## src/rtl/usr_pkg.sv

```systemverilog
// Shared types and op encodings for the universal shift register stage.
package usr_pkg;

    localparam int unsigned USR_DATA_W = 4;

    typedef logic [1:0] usr_ctrl_t;

    localparam usr_ctrl_t USR_CLR  = 2'b00;
    localparam usr_ctrl_t USR_SHL  = 2'b01;
    localparam usr_ctrl_t USR_SHR  = 2'b10;
    localparam usr_ctrl_t USR_LOAD = 2'b11;

    typedef enum logic [1:0] {
        IDLE,
        HOLD,
        PRESENT
    } seq_state_t;

    typedef struct packed {
        logic [USR_DATA_W-1:0] data;
        usr_ctrl_t             ctrl;
    } usr_cmd_t;

endpackage

```

## src/rtl/usr_cmd_fifo.sv

```systemverilog
// Small synchronous FIFO for USR commands; no full-bypass, occupancy exposed.
module usr_cmd_fifo #(
    parameter int unsigned DEPTH = 4,
    parameter int unsigned W     = 6
) (
    input  logic                     clk,
    input  logic                     rst_n,
    input  logic                     push,
    input  logic [W-1:0]             wdata,
    input  logic                     pop,
    output logic [W-1:0]             rdata,
    output logic                     full,
    output logic                     empty,
    output logic [$clog2(DEPTH):0]   count
);

    localparam int unsigned PTR_W = $clog2(DEPTH);
    localparam int unsigned CNT_W = $clog2(DEPTH) + 1;

    logic [W-1:0]     mem [DEPTH];
    logic [PTR_W-1:0] wr_ptr;
    logic [PTR_W-1:0] rd_ptr;
    logic             do_push;
    logic             do_pop;

    assign full    = (count == CNT_W'(DEPTH));
    assign empty   = (count == CNT_W'(0));
    assign do_push = push && !full;
    assign do_pop  = pop && !empty;
    assign rdata   = mem[rd_ptr];

    // Storage array: written on accepted push only, never reset.
    always_ff @(posedge clk) begin
        if (do_push) begin
            mem[wr_ptr] <= wdata;
        end
    end

    // Pointers wrap naturally at the power-of-two depth; count tracks occupancy.
    always_ff @(posedge clk or negedge rst_n) begin
        if (!rst_n) begin
            wr_ptr <= '0;
            rd_ptr <= '0;
            count  <= '0;
        end else begin
            if (do_push) begin
                wr_ptr <= wr_ptr + PTR_W'(1);
            end
            if (do_pop) begin
                rd_ptr <= rd_ptr + PTR_W'(1);
            end
            case ({do_push, do_pop})
                2'b10:   count <= count + CNT_W'(1);
                2'b01:   count <= count - CNT_W'(1);
                default: count <= count;
            endcase
        end
    end

endmodule

```

## src/rtl/usr_cmd_sequencer.sv

```systemverilog
// Queues USR commands, holds each on the USR for a settle time, returns y1.
module usr_cmd_sequencer
    import usr_pkg::*;
#(
    parameter int unsigned DATA_W   = 4,
    parameter int unsigned DEPTH    = 4,
    parameter int unsigned HOLD_CYC = 2
) (
    input  logic                   clk,
    input  logic                   rst_n,
    input  logic                   s_valid,
    output logic                   s_ready,
    input  logic [DATA_W-1:0]      s_data,
    input  logic [1:0]             s_ctrl,
    output logic [DATA_W-1:0]      usr_data_in,
    output logic [1:0]             usr_ctrl,
    input  logic [DATA_W-1:0]      usr_y1,
    output logic                   m_valid,
    input  logic                   m_ready,
    output logic [DATA_W-1:0]      m_data,
    output logic [1:0]             m_ctrl,
    output logic [DATA_W-1:0]      m_result,
    output logic [$clog2(DEPTH):0] fifo_count
);

    localparam int unsigned CMD_W      = DATA_W + $bits(usr_ctrl_t);
    localparam int unsigned HOLD_CNT_W = $clog2(HOLD_CYC + 1);

    seq_state_t              state;
    seq_state_t              state_nx;
    logic [HOLD_CNT_W-1:0]   hold_cnt;
    logic [HOLD_CNT_W-1:0]   hold_cnt_nx;
    logic [DATA_W-1:0]       usr_data_nx;
    usr_ctrl_t               usr_ctrl_nx;
    logic                    m_valid_nx;
    logic [DATA_W-1:0]       m_data_nx;
    usr_ctrl_t               m_ctrl_nx;
    logic [DATA_W-1:0]       m_result_nx;

    logic                    fifo_full;
    logic                    fifo_empty;
    logic                    fifo_pop;
    logic [CMD_W-1:0]        fifo_head;

    assign s_ready = !fifo_full;

    usr_cmd_fifo #(
        .DEPTH (DEPTH),
        .W     (CMD_W)
    ) u_fifo (
        .clk   (clk),
        .rst_n (rst_n),
        .push  (s_valid),
        .wdata ({s_data, s_ctrl}),
        .pop   (fifo_pop),
        .rdata (fifo_head),
        .full  (fifo_full),
        .empty (fifo_empty),
        .count (fifo_count)
    );

    // State, hold counter and all registered outputs; usr_* double as the op registers.
    always_ff @(posedge clk or negedge rst_n) begin
        if (!rst_n) begin
            state       <= IDLE;
            hold_cnt    <= '0;
            usr_data_in <= '0;
            usr_ctrl    <= USR_CLR;
            m_valid     <= 1'b0;
            m_data      <= '0;
            m_ctrl      <= USR_CLR;
            m_result    <= '0;
        end else begin
            state       <= state_nx;
            hold_cnt    <= hold_cnt_nx;
            usr_data_in <= usr_data_nx;
            usr_ctrl    <= usr_ctrl_nx;
            m_valid     <= m_valid_nx;
            m_data      <= m_data_nx;
            m_ctrl      <= m_ctrl_nx;
            m_result    <= m_result_nx;
        end
    end

    // Next-state and next-output decode: pop in IDLE, settle in HOLD, handshake in PRESENT.
    always_comb begin
        state_nx    = state;
        hold_cnt_nx = hold_cnt;
        usr_data_nx = usr_data_in;
        usr_ctrl_nx = usr_ctrl;
        m_valid_nx  = m_valid;
        m_data_nx   = m_data;
        m_ctrl_nx   = m_ctrl;
        m_result_nx = m_result;
        fifo_pop    = 1'b0;

        case (state)
            IDLE: begin
                usr_data_nx = '0;
                usr_ctrl_nx = USR_CLR;
                if (!fifo_empty) begin
                    fifo_pop    = 1'b1;
                    usr_data_nx = fifo_head[CMD_W-1 -: DATA_W];
                    usr_ctrl_nx = fifo_head[1:0];
                    hold_cnt_nx = '0;
                    state_nx    = HOLD;
                end
            end
            HOLD: begin
                hold_cnt_nx = hold_cnt + HOLD_CNT_W'(1);
                if (hold_cnt == HOLD_CNT_W'(HOLD_CYC - 1)) begin
                    m_result_nx = usr_y1;
                    m_data_nx   = usr_data_in;
                    m_ctrl_nx   = usr_ctrl;
                    m_valid_nx  = 1'b1;
                    state_nx    = PRESENT;
                end
            end
            PRESENT: begin
                if (m_valid && m_ready) begin
                    m_valid_nx  = 1'b0;
                    usr_data_nx = '0;
                    usr_ctrl_nx = USR_CLR;
                    state_nx    = IDLE;
                end
            end
            default: begin
                state_nx = IDLE;
            end
        endcase
    end

endmodule

```

## config.mk

```make
export PLATFORM = sky130hd
export DESIGN_NAME = usr_cmd_sequencer
export DESIGN_NICKNAME = d
export VERILOG_FILES = /design/src/rtl/usr_pkg.sv /design/src/rtl/usr_cmd_fifo.sv /design/src/rtl/usr_cmd_sequencer.sv
export SDC_FILE = /design/constraint.sdc
export NUM_CORES = 1
export LEC_CHECK = 0
export CAP_MARGIN = 20
export CORE_MARGIN = 3
export CORE_UTILIZATION = 41
export DETAILED_ROUTE_END_ITERATION = 8
export SYNTH_ARGS = -nofsm -noshare
export SYNTH_HDL_FRONTEND = slang
export SYNTH_SLANG_ARGS = --single-unit
```

## constraint.sdc

```tcl
create_clock -name clk -period 5.5 [get_ports clk]
set_clock_uncertainty 0.2 [all_clocks]
set_input_delay 0.55 -clock clk [delete_from_list [all_inputs] [get_ports clk]]
set_output_delay 0.55 -clock clk [all_outputs]
set_load 0.01 [all_outputs]
```

Word-level counts from Yosys, hierarchy flattened
Memories as Yosys holds them, arrays and structs flattened.
Cells that the tools add are included.
{"block": "totals", "regBits": 28, "latch_bits": 0, "ram_bits": 24, "romBits": 0, "inputBits": 14, "out_inout_bits": 21, "word_cells": 61, "mem_count": 1}
{"block": "op_classes", "add_sub_neg": 5, "multipliers": 0, "div_mod_pow": 0, "order_cmp": 0, "n_eq_ne": 9, "shift": 0, "mux": 19, "bitwise_logic": 0, "n_reduce_logical": 16}
{"name": "u_fifo.mem", "words": 4, "width": 6, "rd": 1, "rd_ports_with_merged_regs": 0, "wr": 1, "line": "usr_cmd_fifo.sv:20", "source": "logic [W-1:0] mem [DEPTH];"}
{"operator": "2-bit two-way mux", "n": 5}
{"operator": "4-bit two-way mux", "n": 2}
{"operator": "2-bit case mux with 2 select lines", "n": 2}
{"operator": "4-bit case mux with 2 select lines", "n": 1}
{"operator": "2-bit nonzero test", "n": 4}
{"operator": "2-bit by 1-bit adder with 2-bit output (second input constant)", "n": 3}
{"operator": "2-bit by 1-bit equality test with 1-bit output (second input constant)", "n": 3}
{"operator": "1-bit two-way mux", "n": 6}
{"operator": "2-bit inequality test (second input constant)", "n": 3}
{"operator": "2-bit case mux with 3 select lines", "n": 1}
{"operator": "3-bit case mux with 2 select lines", "n": 1}
{"operator": "2-bit AND reduction", "n": 3}
{"operator": "3-bit AND reduction", "n": 2}
{"operator": "2-bit equality test (second input constant)", "n": 2}
{"operator": "3-bit by 1-bit adder with 3-bit output (second input constant)", "n": 1}
{"operator": "3-bit equality test (second input constant)", "n": 1}
{"operator": "1-bit logical AND", "n": 3}
{"operator": "3-bit zero test", "n": 1}
{"operator": "3-bit by 1-bit subtractor with 3-bit output (second input constant)", "n": 1}
{"operator": "1-bit zero test", "n": 2}
{"operator": "2-bit zero test", "n": 1}
{"operator": "1-bit case mux with 2 select lines", "n": 1}

Depth between registers and ports, before layout
Gate-level depths: netlist of run 1.
{"block": "depth", "depth_word": 6, "ltp_mapped": 9, "mapped_depth_nobuf": 9}

Hierarchy
A second synthesis of run 1 with hierarchy kept.
{"block": "hier_totals", "hier_cells": 127, "area_unflattened_um2": 2192.1}
{"module": "usr_cmd_fifo", "n_inst": 1, "cells_per_inst": 69, "area_per_inst_um2": 1306.3, "seq_area_each_um2": 895.9}
{"module": "usr_cmd_sequencer", "n_inst": 1, "cells_per_inst": 58, "area_per_inst_um2": 885.8, "seq_area_each_um2": 525.5}

Worst setup path after synthesis of run 1
OpenSTA, ideal clock, no wires.
{"block": "synth_path", "kind": "register to register", "startpoint": "reg u_fifo.count[0]", "endpoint": "reg u_fifo.count[2]", "setup_time_ns": 0.079, "arrival_ns": 2.056, "t_required_ns": 5.221, "path_slack_ns": 3.165, "stages_incl_launch_ff": 10, "n_path_buf": 0, "synth_period_minus_slack_ns": 2.335, "cell_sequence": "dfrtp_1 -> or3b_4 -> and2_4 -> inv_1 -> ha_1 -> inv_1 -> fa_1 -> xor2_1 -> nor2_1 -> xor2_1"}
{"block": "synth_via", "elab_cells_between_ends": 14, "cone_classes": "2 x add/sub; 3 x eq/ne; 3 x mux; 6 x reduce/logical"}
{"element": "start: declaration", "line": "usr_cmd_fifo.sv:14", "source": "output logic [$clog2(DEPTH):0] count"}
{"element": "start signal: assignment", "line": "usr_cmd_fifo.sv:53", "source": "2'b10: count <= count + CNT_W'(1);"}
{"element": "start signal: assignment", "line": "usr_cmd_fifo.sv:54", "source": "2'b01: count <= count - CNT_W'(1);"}
{"element": "start signal: assignment", "line": "usr_cmd_fifo.sv:55", "source": "default: count <= count;"}
{"element": "3-bit equality test (*)", "line": "usr_cmd_fifo.sv:26", "source": "assign full = (count == CNT_W'(DEPTH));"}
{"element": "1-bit zero test (*)"}
{"element": "via s_ready", "line": "usr_cmd_sequencer.sv:12", "source": "output logic s_ready,"}
{"element": "1-bit logical AND (*)", "line": "usr_cmd_fifo.sv:28", "source": "assign do_push = push && !full;"}
{"element": "2-bit by 1-bit equality test with 1-bit output or 2-bit equality test (tied branches)", "line": "usr_cmd_fifo.sv:52", "source": "case ({do_push, do_pop})"}
{"element": "3-bit case mux with 2 select lines or 2-bit nonzero test (tied branches)"}
The timed path passes the listed nets; every way through them passes the cells marked *.
A chain may end at the register's enable or synchronous reset.

Final worst setup path of run 1
{"block": "layout_path", "startpoint": "reg state[1]", "endpoint": "reg u_fifo.count[2]"}
{"block": "layout_via", "elab_chain_cells": 5, "elab_cells_between_ends": 7, "cone_classes": "2 x eq/ne; 2 x mux; 3 x reduce/logical"}
{"element": "start: declaration", "line": "usr_cmd_sequencer.sv:29", "source": "seq_state_t state;"}
{"element": "start signal: assignment", "line": "usr_cmd_sequencer.sv:74", "source": "state <= state_nx;"}
{"element": "2-bit zero test (*)", "line": "usr_cmd_sequencer.sv:97", "source": "case (state)"}
{"element": "1-bit two-way mux (*)", "line": "usr_cmd_sequencer.sv:97"}
{"element": "1-bit logical AND (*)", "line": "usr_cmd_fifo.sv:29", "source": "assign do_pop = pop && !empty;"}
{"element": "via u_fifo.do_pop", "line": "usr_cmd_fifo.sv:24", "source": "logic do_pop;"}
{"element": "2-bit by 1-bit equality test with 1-bit output or 2-bit equality test (tied branches)", "line": "usr_cmd_fifo.sv:52"}
{"element": "3-bit case mux with 2 select lines or 2-bit nonzero test (tied branches)"}
Marked as above.

==> results.ini, run 1 <==
[pwr]
power_frac_comb = 0.386
p_leak_nw = 1.038
power_mw = 1.410
p_seq_frac = 0.465
powerDensity_nw_per_um2 = 540.8
ir_drop_uv = 219.4
pwr-share-clk = 0.149
p_switching_uw = 449.8
internal-power_uw = 960.4
switching_share = 0.3189

[setup_path]
cp.required_ns = 5.52
worstPathMaxFanout = 10
ff2ff_path_depth = 7
cp-start-kind = flip-flop
path_class = reg2reg
r2r-start = state[1]
rrSetupSlack_ns = 3.07
cp-startpoint = state[1]
worst_ep_arrival_time_ns = 2.45
rr_endpoint = u_fifo.count[2]
endpoint_kind = flip-flop
endpoint = u_fifo.count[2]

[sta]
finalMaxSlewViolations = 0
min_period_ns = 2.429
tightest_slew_ns = 0.5837
hold_violations = 0
rsz0062_at_grt = false
fin_crit_sh = 0.4416
max_freq_mhz = 411.7
slew_headroom = 0.6088
finalSetupTns_ns = 0
setup_viol = 0

[drt]
routed_wl_mm = 3.417
drc = 0
wire_per_inst_um = 14.73
routed-via-count = 1167
ant_nets = 0
drtIter0Drc = 57
vias_per_cell = 5.030
dr.pass1.iters = 4

[clock_tree]
cts_buffers = 5
clock_latency_ns = 0.29
cts-root-buf = clkbuf_8
post_cts_buffers = 0
cts_max_level = 2
clockBufferDepth = 2
cts_hold_buf = 0
clkTransAtPathRegs_ns = 0.09
clock_sinks = 52
cts_tree = done
cts.repair.resized = 0

[worst_hold_path]
min_path_type = reg2reg

[place]
placed_area_sq_um = 2519
portBuffers = 34
detailed_place_hpwl_mm = 2.485
routabilityCongestion = 0.7313

[synthesis]
netlist_area_sq_um = 2111
async_flop_share = 0.5385
synthCells = 127
syn_nets = 148
synth-edff-count = 24
synth_warnings = 0
avgSynthCellArea_sq_um = 16.62
ys.flop_type = dfrtp_1
synth_cell_types = 29
synth_seq_cells = 52
synth_seq_area_share = 0.6734

[final_layout]
area_growth_pct = 23.53
drive_gt1_frac = 0.1939
postLayoutCellArea_sq_um = 2608
diodes = 0
final_nets = 185

[floorplanning]
core_area_sq_um = 4848
start_util = 0.4354
num_io_pins = 35
design.die.area_sq_um = 6045
rows = 25
die_h_um = 77.75
die_w_um = 77.75

[global_route]
antenna_found_initial = 0
first_global_vias = 1221
grt_util_all_layers = 0.1239
overflow = 0
grt_max_degree = 29
grt_pass1_wl_mm = 5.782

[job]
drv_cap = 0

[outcome]
status = complete, no violations

[Yosys cell counts (2+ instances only)]
library cell	number	area share
o21ai_0	6	0.014
dfrtp_1	28	0.33
mux2_2	10	0.053
and3_2	4	0.014
xor2_1	4	0.017
ha_1	6	0.036
edfxtp_1	24	0.34
buf_2	4	0.0095
nand3b_1	2	0.0071
mux4_2	6	0.064
a22o_1	6	0.025
nand2_1	2	0.0036
xnor2_1	2	0.0083
inv_1	8	0.014
[cells by family (layout without fill, tap and decap cells)]
group | count (synthesis) | in the layout | share of synthesized area
DFF | 52 | 52 | 0.6734
muxes | 18 | 18 | 0.1292
and+or+nand+nor | 16 | 16 | 0.05335
AOI/OAI and AO/OA | 15 | 15 | 0.04861
buffers and inverters | 13 | 51 | 0.02549
adders and majority gates | 7 | 7 | 0.04505
xor gates and xnor gates | 6 | 6 | 0.02490
[worst min path at each step]
stage                           start           to  slack, ns  depth (start not counted)
after detailed placement  hold_cnt[0]  hold_cnt[0]       0.30                          1
after CTS                 hold_cnt[0]  hold_cnt[0]       0.31                          1
after global placement    hold_cnt[0]  hold_cnt[0]       0.28                          1
after floorplan                 rst_n  hold_cnt[0]       0.05                          0
final                     hold_cnt[0]  hold_cnt[0]       0.30                          1
after global routing        m_data[3]    m_data[3]       0.33                          1
[power by group through the flow]
stage                     clock [mW]  sequential [mW]  combinational, mW
final                          0.210            0.656              0.544
after floorplan                    0            0.643              0.345
after detailed placement           0            0.668              0.554
after global routing           0.236            0.679              0.595
after global placement             0            0.659              0.538
after CTS                      0.220            0.660              0.556
[per-stage QoR]
stage / worst slack, ns / hold WS [ns] / utilization / cells
after detailed placement: 2.940 / 0.2971 / 0.5195 / 224
after global placement: 3.028 / 0.2799 / 0.5195 / 224
final: 3.071 / 0.3046 / 0.5378 / 232
after CTS: 3.052 / 0.3137 / 0.5378 / 232
after global routing: 2.925 / 0.3349 / 0.5378 / 232
after floorplan: 3.165 / 0.05441 / - / 127
[worst max-delay path: stages, from the launching register on]
cell and delay (ns):
dfrtp_1 0.48, nor3_2 0.55, ha_1 0.29, inv_1 0.06
fa_1 0.37, xor2_1 0.15, nor2_1 0.11, xor2_1 0.15
[layout by cell type (no fill, tap or decap), types with 2 or more instances in the layout]
cell / synthesis / layout
mux2_2: 10 / 10
ha_1: 6 / 6
xor2_1: 4 / 4
nand2_1: 2 / 2
xnor2_1: 2 / 2
clkbuf_8: 0 / 5
o21ai_0: 6 / 6
dfrtp_1: 28 / 28
edfxtp_1: 24 / 24
nand3b_1: 2 / 2
clkdlybuf4s50_1: 0 / 34
a22o_1: 6 / 6
mux4_2: 6 / 6
and3_2: 4 / 4
inv_1: 8 / 8
[registers in the layout, summed over array words and instances (netlist names)]
name           flops
m_result           4
u_fifo.rd_ptr      2
m_data             4
usr_ctrl           2
u_fifo.mem        24
m_valid            1
u_fifo.count       3
usr_data_in        4
state              2
u_fifo.wr_ptr      2
m_ctrl             2
hold_cnt           2
[layer usage]
metal  global-route usage  routed length (um)  up-vias
met2               0.1978                1645       34
met4              0.03203                  15        0
met3              0.04176                 216        2
met1               0.1623                1541      591
li1                     -                   -      540
met5                    0                   0        -
[final cells by class]
cell class / count / area [sq um]
tap: 67 / 83.83
fill: 407 / 2241
clock buffer: 6 / 72.57
timing repair buffer: 35 / 347.8
multi-input combinational: 62 / 635.6
clock inverter: 2 / 16.27
inverter: 8 / 30.03
sequential: 52 / 1421
(Power assumes the default switching activity.)
==> run 2, diff against run 1 <==
- PLACE_DENSITY: not set -> 0.67
- clock period: 5.5 -> 2.2 ns (I/O delays scaled with it)
==> run 2 against run 1 <==
Net effect:
- clock-buffer cell count shrank 1
- largest power group unchanged
- first-iteration DRC count grew 37%
- largest cell class unchanged
- hold slack lost 0.22 ns
==> results.ini, run 2 (synthesis gave the netlist of run 1 again) <==
[floorplanning]
design.die.area_sq_um = 6045
rows = 25
core_area_sq_um = 4848
die_w_um = 77.75
die_h_um = 77.75
start_util = 0.4354
num_io_pins = 35

[sta]
setup_viol = 0
finalMaxSlewViolations = 0
rsz0062_at_grt = true
holdWs_ns = 0.08346
hold_violations = 0
min_period_ns = 2.164
slew_headroom = 0.6640
tightest_slew_ns = 0.5025
max_freq_mhz = 462.1
fin_crit_sh = 0.9836
finalSetupTns_ns = 0

[setup_path]
worstPathMaxFanout = 2
cp-startpoint = u_fifo.count[0]
path_cells = or3b_4 -> and2_4 -> inv_2 -> ha_4 -> inv_2 -> fa_2 -> xor2_1 -> nor2_1 -> xor2_1
worst_ep_arrival_time_ns = 2.19
endpoint = u_fifo.count[2]
slowest_delay_ns = 0.41
rrSetupSlack_ns = 0.04
cp-start-kind = flip-flop
ff2ff_path_depth = 9
endpoint_kind = flip-flop
path_class = reg2reg
cp_slowest_cell = dfrtp_2
cp.required_ns = 2.23
rr_endpoint = u_fifo.count[2]
r2r-start = u_fifo.count[0]

[place]
routabilityCongestion = 0.7480
place_inst = 232
portBuffers = 34
detailed_place_hpwl_mm = 2.648

[final_layout]
top_register = u_fifo.mem
final_cells = 240
final_nets = 193
diodes = 0
layout_common_cells = clkdlybuf4s50_1, dfrtp_1, edfxtp_1
largest_reg_flops = 24
drive_gt1_frac = 0.2659
fillers = 400
final_common_cell = clkdlybuf4s50_1
fin_util = 0.5582
area_growth_pct = 28.22

[pwr]
powerDensity_nw_per_um2 = 1400
p_leak_nw = 1.083
ir_drop_uv = 669.8
power_mw = 3.789

[clock_tree]
post_cts_buffers = 0
cts-root-buf = clkbuf_8
clock_latency_ns = 0.30
cts_buffers = 5
clock_sinks = 52
cts_tree = done
cts_max_level = 2
cts_hold_buf = 0
clkTransAtPathRegs_ns = 0.09
clockBufferDepth = 2

[global_route]
antenna_found_initial = 0
grt_util_all_layers = 0.1367
grt_pass1_wl_mm = 6.430
overflow = 0
first_global_vias = 1288
grt_max_degree = 29

[worst_hold_path]
min_path_type = in2async

[drt]
drtIter0Drc = 78
wire_per_inst_um = 15.19
dr.pass1.iters = 4
ant_nets = 0
vias_per_cell = 4.954
routed-via-count = 1189
drc = 0
routed_wl_mm = 3.645

[job]
drv_cap = 0

[outcome]
status = complete, no violations

## run 2: repair_timing
item                                    4_1_cts  5_1_grt
endpoints found under the setup margin        1        1
pin swaps                                     4        0
resized for setup                             0        0
## run 2: per-stage QoR
step | setup WS (ns) | instance area, sq um
2_1_floorplan | -0.06915 | 2127
3_3_place_gp | 0.04647 | 2595
3_5_place_dp | -0.02161 | 2595
4_1_cts | 0.01727 | 2706
5_1_grt | -0.03774 | 2706
6_report | 0.03607 | 2706
## run 2: final cells by class
class                           instances  area, sq um  share of cell area
Tap cell                               67        83.83             0.03098
Inverter                                8        30.03             0.01110
Sequential cell                        52         1423              0.5257
Multi-Input combinational cell         62        650.6              0.2404
Timing Repair Buffer                   43        407.9              0.1507
Clock buffer                            5        68.82             0.02543
Clock inverter                          3        42.54             0.01572
## run 2: worst min-delay path by stage
stage | startpoint | to | slack, ns | cells after the start
finish | rst_n | m_ctrl[0] | 0.08 | 2
global placement | hold_cnt[0] | hold_cnt[0] | 0.28 | 1
detailed placement | m_result[0] | m_result[0] | 0.30 | 1
floorplan | rst_n | hold_cnt[0] | -0.28 | 0
global route | rst_n | hold_cnt[1] | 0.13 | 2
CTS | rst_n | m_ctrl[0] | 0.09 | 2
## run 2: report_power, final
part | leakage [nW] | switching, mW | internal, mW
logic | 0.476 | 0.632 | 0.913
registers | 0.557 | 0.226 | 1.37
clock network | 0.0503 | 0.315 | 0.336
total | 1.08 | 1.17 | 2.61
## run 2: layer usage
layer / part of all wire / GRT usage
met1: 0.44 / 0.1779
met2: 0.48 / 0.2166
met3: 0.058 / 0.03712
met4: 0.021 / 0.05516
met5: 0 / 0
## run 2: critical path: cells and delay by family, from the launching register on
| kind | cells | cell delay [ns] |
|---|---|---|
| buffers and inverters | 2 | 0.08 |
| flip-flops | 1 | 0.41 |
| adder cells (fa/ha/maj) | 2 | 0.45 |
| XOR/XNOR | 2 | 0.30 |
| AND/OR/NAND/NOR | 3 | 0.64 |
